File: config.mk
export PLATFORM = sky130hd
export DESIGN_NAME = sum_i_q_requant_buffer_flat
export DESIGN_NICKNAME = d
export VERILOG_FILES = /design/src/rtl/sum_i_q_requant_buffer_if.sv /design/src/rtl/sum_i_q_requant_buffer.sv /design/src/flat_wrapper.sv
export SDC_FILE = /design/constraint.sdc
export NUM_CORES = 1
export LEC_CHECK = 0
export ABC_AREA = 1
export BUFFER_PORTS_ARGS = -buffer_cell sky130_fd_sc_hd__buf_4
export CAP_MARGIN = 20
export CELL_PAD_IN_SITES_DETAIL_PLACEMENT = 1
export CELL_PAD_IN_SITES_GLOBAL_PLACEMENT = 1
export CORE_MARGIN = 2
export CORE_UTILIZATION = 50
export DETAILED_ROUTE_END_ITERATION = 16
export PLACE_DENSITY_LB_ADDON = 0.1
export SLEW_MARGIN = 40
export SYNTH_ARGS = -nofsm -noshare
export SYNTH_HDL_FRONTEND = slang
export SYNTH_SLANG_ARGS = --single-unit
File: constraint.sdc
create_clock -name clk -period 4.9 [get_ports clk]
set_input_delay 0.98 -clock clk [delete_from_list [all_inputs] [get_ports clk]]
set_output_delay 0.98 -clock clk [all_outputs]
set_load 0.1 [all_outputs]
File: src/rtl/sum_i_q_requant_buffer_if.sv
// Stream bundle for the requantiser: the 22-bit beam-sum input (strobe only, no stall)
// and the 16-bit valid/ready output toward the downstream chain.
interface sum_i_q_requant_buffer_if #(
  parameter int IN_W  = 22,
  parameter int OUT_W = 16
);
  logic [IN_W-1:0]  sum_in_I;
  logic [IN_W-1:0]  sum_in_Q;
  logic             sum_in_valid;
  logic [OUT_W-1:0] data_out_I;
  logic [OUT_W-1:0] data_out_Q;
  logic             data_out_valid;
  logic             data_out_ready;

  modport master (
    output sum_in_I, sum_in_Q, sum_in_valid, data_out_ready,
    input  data_out_I, data_out_Q, data_out_valid
  );

  modport slave (
    input  sum_in_I, sum_in_Q, sum_in_valid, data_out_ready,
    output data_out_I, data_out_Q, data_out_valid
  );
endinterface

File: src/rtl/sum_i_q_requant_buffer.sv
// Round-half-up, shift and saturate 22-bit I/Q beam sums to 16 bits, then buffer them
// in a show-ahead FIFO with a valid/ready output and sticky saturation/overflow flags.
module sum_i_q_requant_buffer #(
  parameter int IN_W       = 22,
  parameter int OUT_W      = 16,
  parameter int FIFO_DEPTH = 16,
  parameter int CNT_W      = $clog2(FIFO_DEPTH) + 1
) (
  input  logic                    clk,
  input  logic                    rst,
  input  logic [2:0]              shift,
  input  logic                    clear_flags,
  sum_i_q_requant_buffer_if.slave bus,
  output logic [CNT_W-1:0]        fifo_count,
  output logic                    sat_flag,
  output logic                    overflow
);

  localparam int AW = $clog2(FIFO_DEPTH);
  localparam logic signed [IN_W:0] SAT_MAX = (IN_W+1)'(2**(OUT_W-1) - 1);
  localparam logic signed [IN_W:0] SAT_MIN = ~SAT_MAX;

  // One extra bit of headroom so the rounding bias can never wrap the sign.
  function automatic logic signed [IN_W:0] round_shift(input logic [IN_W-1:0] x,
                                                        input logic [2:0]      s);
    logic signed [IN_W:0] xe;
    logic signed [IN_W:0] bias;
    xe   = $signed({x[IN_W-1], x});
    bias = (s == 3'd0) ? '0 : $signed((IN_W+1)'(1) << (s - 3'd1));
    return (xe + bias) >>> s;
  endfunction

  // Stage 1: rounded and shifted sample
  logic                 s1_valid_q;
  logic signed [IN_W:0] s1_i_q, s1_q_q, s1_i_d, s1_q_d;
  logic [2:0]           shift_eff;

  always_comb begin
    shift_eff = (shift == 3'd7) ? 3'd6 : shift;
    s1_i_d    = round_shift(bus.sum_in_I, shift_eff);
    s1_q_d    = round_shift(bus.sum_in_Q, shift_eff);
  end

  // NOTE: sequential state uses non-blocking assignments so every register samples pre-edge values.
  always_ff @(posedge clk) begin
    if (rst) begin
      s1_valid_q <= 1'b0;
      s1_i_q     <= '0;
      s1_q_q     <= '0;
    end else begin
      s1_valid_q <= bus.sum_in_valid;
      if (bus.sum_in_valid) begin
        s1_i_q <= s1_i_d;
        s1_q_q <= s1_q_d;
      end
    end
  end

  // Stage 2: saturate and decide push/pop
  logic             i_hi, i_lo, q_hi, q_lo, sample_sat;
  logic [OUT_W-1:0] sat_i, sat_q;
  logic             full, empty, pop, push, drop;

  logic [OUT_W-1:0] mem_i [FIFO_DEPTH];
  logic [OUT_W-1:0] mem_q [FIFO_DEPTH];
  logic [AW-1:0]    wr_ptr_q, wr_ptr_d, rd_ptr_q, rd_ptr_d;
  logic [CNT_W-1:0] count_q, count_d;
  logic [OUT_W-1:0] last_i_q, last_q_q, last_i_d, last_q_d;
  logic             sat_q_r, sat_d, ovf_q, ovf_d;

  // NOTE: every variable in this block gets a default first, so no latch can be inferred.
  always_comb begin
    i_hi       = s1_i_q > SAT_MAX;
    i_lo       = s1_i_q < SAT_MIN;
    q_hi       = s1_q_q > SAT_MAX;
    q_lo       = s1_q_q < SAT_MIN;
    sat_i      = i_hi ? SAT_MAX[OUT_W-1:0] : (i_lo ? SAT_MIN[OUT_W-1:0] : s1_i_q[OUT_W-1:0]);
    sat_q      = q_hi ? SAT_MAX[OUT_W-1:0] : (q_lo ? SAT_MIN[OUT_W-1:0] : s1_q_q[OUT_W-1:0]);
    sample_sat = s1_valid_q && (i_hi || i_lo || q_hi || q_lo);

    full  = (count_q == CNT_W'(FIFO_DEPTH));
    empty = (count_q == '0);
    pop   = !empty && bus.data_out_ready;
    // A full FIFO still accepts a push when the head leaves on the same edge.
    push  = s1_valid_q && (!full || pop);
    drop  = s1_valid_q && full && !pop;

    wr_ptr_d = push ? wr_ptr_q + AW'(1) : wr_ptr_q;
    rd_ptr_d = pop  ? rd_ptr_q + AW'(1) : rd_ptr_q;
    count_d  = count_q;
    case ({push, pop})
      2'b10:   count_d = count_q + CNT_W'(1);
      2'b01:   count_d = count_q - CNT_W'(1);
      default: count_d = count_q;
    endcase
    last_i_d = pop ? mem_i[rd_ptr_q] : last_i_q;
    last_q_d = pop ? mem_q[rd_ptr_q] : last_q_q;

    sat_d = sample_sat || (sat_q_r && !clear_flags);
    ovf_d = drop       || (ovf_q   && !clear_flags);
  end

  // NOTE: the storage array is not reset; occupancy is tracked by the pointers and count alone.
  always_ff @(posedge clk) begin
    if (push) begin
      mem_i[wr_ptr_q] <= sat_i;
      mem_q[wr_ptr_q] <= sat_q;
    end
  end

  always_ff @(posedge clk) begin
    if (rst) begin
      wr_ptr_q <= '0;
      rd_ptr_q <= '0;
      count_q  <= '0;
      last_i_q <= '0;
      last_q_q <= '0;
      sat_q_r  <= 1'b0;
      ovf_q    <= 1'b0;
    end else begin
      wr_ptr_q <= wr_ptr_d;
      rd_ptr_q <= rd_ptr_d;
      count_q  <= count_d;
      last_i_q <= last_i_d;
      last_q_q <= last_q_d;
      sat_q_r  <= sat_d;
      ovf_q    <= ovf_d;
    end
  end

  // When empty the output parks on the last popped value rather than stale array contents.
  assign bus.data_out_I     = empty ? last_i_q : mem_i[rd_ptr_q];
  assign bus.data_out_Q     = empty ? last_q_q : mem_q[rd_ptr_q];
  assign bus.data_out_valid = !empty;
  assign fifo_count         = count_q;
  assign sat_flag           = sat_q_r;
  assign overflow           = ovf_q;

endmodule

File: src/flat_wrapper.sv
// flat-port wrapper written by rule: the top's interface ports become plain ports
module sum_i_q_requant_buffer_flat 
#(
  parameter int IN_W       = 22,
  parameter int OUT_W      = 16,
  parameter int FIFO_DEPTH = 16,
  parameter int CNT_W      = $clog2(FIFO_DEPTH) + 1
)
  (clk, rst, shift, clear_flags, fifo_count, sat_flag, overflow, bus_sum_in_I, bus_sum_in_Q, bus_sum_in_valid, bus_data_out_ready, bus_data_out_I, bus_data_out_Q, bus_data_out_valid);
  sum_i_q_requant_buffer_if #(.IN_W(IN_W), .OUT_W(OUT_W)) bus_i ();
  input  logic clk;
  input  logic rst;
  input  logic [2:0] shift;
  input  logic clear_flags;
  output logic [CNT_W-1:0] fifo_count;
  output logic sat_flag;
  output logic overflow;
  input wire logic [$bits(bus_i.sum_in_I)-1:0] bus_sum_in_I;
  input wire logic [$bits(bus_i.sum_in_Q)-1:0] bus_sum_in_Q;
  input wire logic [$bits(bus_i.sum_in_valid)-1:0] bus_sum_in_valid;
  input wire logic [$bits(bus_i.data_out_ready)-1:0] bus_data_out_ready;
  output wire logic [$bits(bus_i.data_out_I)-1:0] bus_data_out_I;
  output wire logic [$bits(bus_i.data_out_Q)-1:0] bus_data_out_Q;
  output wire logic [$bits(bus_i.data_out_valid)-1:0] bus_data_out_valid;
  assign bus_i.sum_in_I = bus_sum_in_I;
  assign bus_i.sum_in_Q = bus_sum_in_Q;
  assign bus_i.sum_in_valid = bus_sum_in_valid;
  assign bus_i.data_out_ready = bus_data_out_ready;
  assign bus_data_out_I = bus_i.data_out_I;
  assign bus_data_out_Q = bus_i.data_out_Q;
  assign bus_data_out_valid = bus_i.data_out_valid;
  sum_i_q_requant_buffer #(.IN_W(IN_W), .OUT_W(OUT_W), .FIFO_DEPTH(FIFO_DEPTH), .CNT_W(CNT_W)) u_core (.clk(clk), .rst(rst), .shift(shift), .clear_flags(clear_flags), .bus(bus_i), .fifo_count(fifo_count), .sat_flag(sat_flag), .overflow(overflow));
endmodule
==> run metrics <==
status finished, final reports clean; layout cells sized above 1 11.6%; die area 57,900 um2; dpl hpwl 54,300 um; CTS tree done; slowest stage cell, crit path dfxtp_4; total power 17.1 mW; Cells after DPL 3,448; register bit count reported by yosys 610; Req. time, crit path 3920 ps; hold buffers post-CTS 0; most common cell after layout, fill and taps aside edfxtp_1; Port Buffers 91; relative slew slack 43.8%; Worst Path Class, Setup reg -> out; share of the synthesized area in the top cell type 54.9%; Core Util, Final 57.6%; DRC violations left 0; Core Region 55,200 um2; Slew @ Worst Pin 841 ps; clk_lat worst skew 630 ps; Cell Chain, Critical Path buf_12 > a21oi_1 > o21ai_0 > o21ai_0 > o211ai_1 > nand2_1 > nand2_1 > o21ai_0 > buf_4; std cell rows 86; non-filler cells in the finished layout 3,564; Fmax 234 MHz; VDD IR max 0.961 mV; FF/Latch Area 17,300 um2; CTS Root Cell clkbuf_16; Synth Instances 2,703; endpoints failing setup 0; CTS max path bufs 3; die height 241 um; vias in the first global route 21,900; final wirelength 84,200 um; P&R area growth vs syn 13.5%; syn avg cell area 10.4 um2; r2r startpoint u_core.fifo_count[2]; Via density 5.84; Max-Cap Viols 0; Worst Clk Skew 21.5 ps; antenna violations before repair 0; clock slew at reported path FFs 60 ps; main area contributors after synthesis edfxtp_1, dfxtp_1, nand2_1, nand3_1, o21ai_0; final hold viol count 0; arrival time at the worst endpoint 3290 ps; Slew Limit Fails 0; period utilisation layout 87.2%; global placement routability congestion 0.892; crit-path most repeated cell o21ai_0; Synth Cell Area 28,000 um2; Nets 2,837; Worst setup EP type output port; Antenna Cells 0; largest net degree at the start of global routing 129; CTS sink cnt 610; Ports 92; ANT nets after route 0; # resized after CTS 0; total track usage 29.5%; sequential cell area fraction in the yosys report 61.9%; Fill cells 5,895; first-pass GRT wire length 129,000 um; Worst setup SP type flip-flop; Synth warnings 0; vias post-DR 20,800; routed len/inst 23.6 um; First DRT Iteration DRCs 1,509; Leakage 12.1 nW; largest stage delay on the critical path 710 ps; area of the multi-input gates 9050 um2; cts bufs inserted 60; drt pass-1 iters 6; minimum clock period 4270 ps; Netlist cell types 46; commonest non-fill, non-tap cells in the layout edfxtp_1, nand2_1, inv_1; Post-CTS Setup Inserts 0; HP Class reg -> reg; H-tree levels 2; initial core utilization 50.8%; crit-path max FO 61; launch point of the worst hold path u_core.sat_flag; RSZ-0062 raised after global routing no; Pwr Density 538 nW/um2; grt ovf 0; Die Width 241 um; Yosys top cell by area edfxtp_1
flip-flops by register name (all words and copies together) (netlist names), named ones only:
name and cells:
u_core.fifo_count 5, u_core.overflow 1, u_core.last_q_q 16, u_core.last_i_q 16, u_core.sat_flag 1, u_core.mem_q 256
u_core.s1_q_q 23, u_core.s1_valid_q 1, u_core.s1_i_q 23, u_core.wr_ptr_q 4, u_core.mem_i 256, u_core.rd_ptr_q 4
cells by family (layout without fill, tap and decap cells):
group / after synthesis / count (layout) / synth area share (%)
and+or+nand+nor: 841 / 841 / 13.4
AOI/OAI and AO/OA: 614 / 614 / 12.3
DFF: 610 / 610 / 61.9
buffers and inverters: 477 / 589 / 6.51
muxes: 128 / 128 / 4.57
adders and majority gates: 21 / 21 / 0.965
xor gates and xnor gates: 11 / 11 / 0.371
other: 1 / 2 / 0.0134
path summary, 6_finish.rpt:
path,to,slack [ps],depth (start not counted)
hold / removal,u_core.sat_flag,460,2
setup reg to reg,u_core.fifo_count[4],1710,15
setup / recovery,bus_data_out_Q[13],630,9
hold reg to reg,u_core.sat_flag,460,2
worst max-delay path, delay by kind of cell, from the launching register on:
family,cells,cell delay (ps)
flip-flops,1,710
AND/OR/NAND/NOR,2,430
AO/OA/AOI/OAI,5,830
buffers and inverters,2,620
cell usage after synthesis, drive strengths merged:
cell type	n
o211ai	128
nand2	399
clkinv	1
a31o	1
nor3	9
clkbuf	108
a22oi	4
a41oi	1
o21ai	261
a31oi	11
nor2	121
mux2i	128
o22ai	4
xor2	7
fa	1
or2	1
buf	43
nand3	269
nand4	19
a21oi	199
o41ai	1
or4	1
o21bai	1
dfxtp	98
inv	325
conb	1
nand3b	14
ha	20
xnor2	4
o21a	1
nor4	7
a21boi	1
or3	1
a211oi	1
edfxtp	512
power breakdown:
group / switching [mW] / internal (mW) / leakage, nW
sequential: 0.149 / 6.01 / 5.41
clock: 1.99 / 2.60 / 0.957
combinational: 4.88 / 1.49 / 5.71
per-stage QoR:
stage                     instance area, um2  setup WS, ps  hold slack [ps]  setup TNS, ps
after floorplan                        28000          -247              450          -2220
after global placement                 29700          1010              455              0
after detailed placement               29800           868              459              0
after CTS                              31700           624              469              0
after global routing                   31800           494              503              0
final                                  31800           626              463              0
metal layers:
layer  track usage, %  wire, um  vias up
met1             36.7     34200    10500
met5                0         0        -
met2             51.9     42200      543
met3             3.35      3820      163
met4             12.8      3930        0
li1                 -         -     9639
final cells by class:
| class | instances | share of cell area [%] |
|---|---|---|
| Sequential cell | 610 | 54.6 |
| Tap cell | 748 | 2.94 |
| Timing Repair Buffer | 149 | 4.01 |
| Clock inverter | 39 | 1.07 |
| Clock buffer | 75 | 5.06 |
| Inverter | 326 | 3.86 |
| Multi-Input combinational cell | 1617 | 28.5 |
Power figures use the tool's default switching activity.
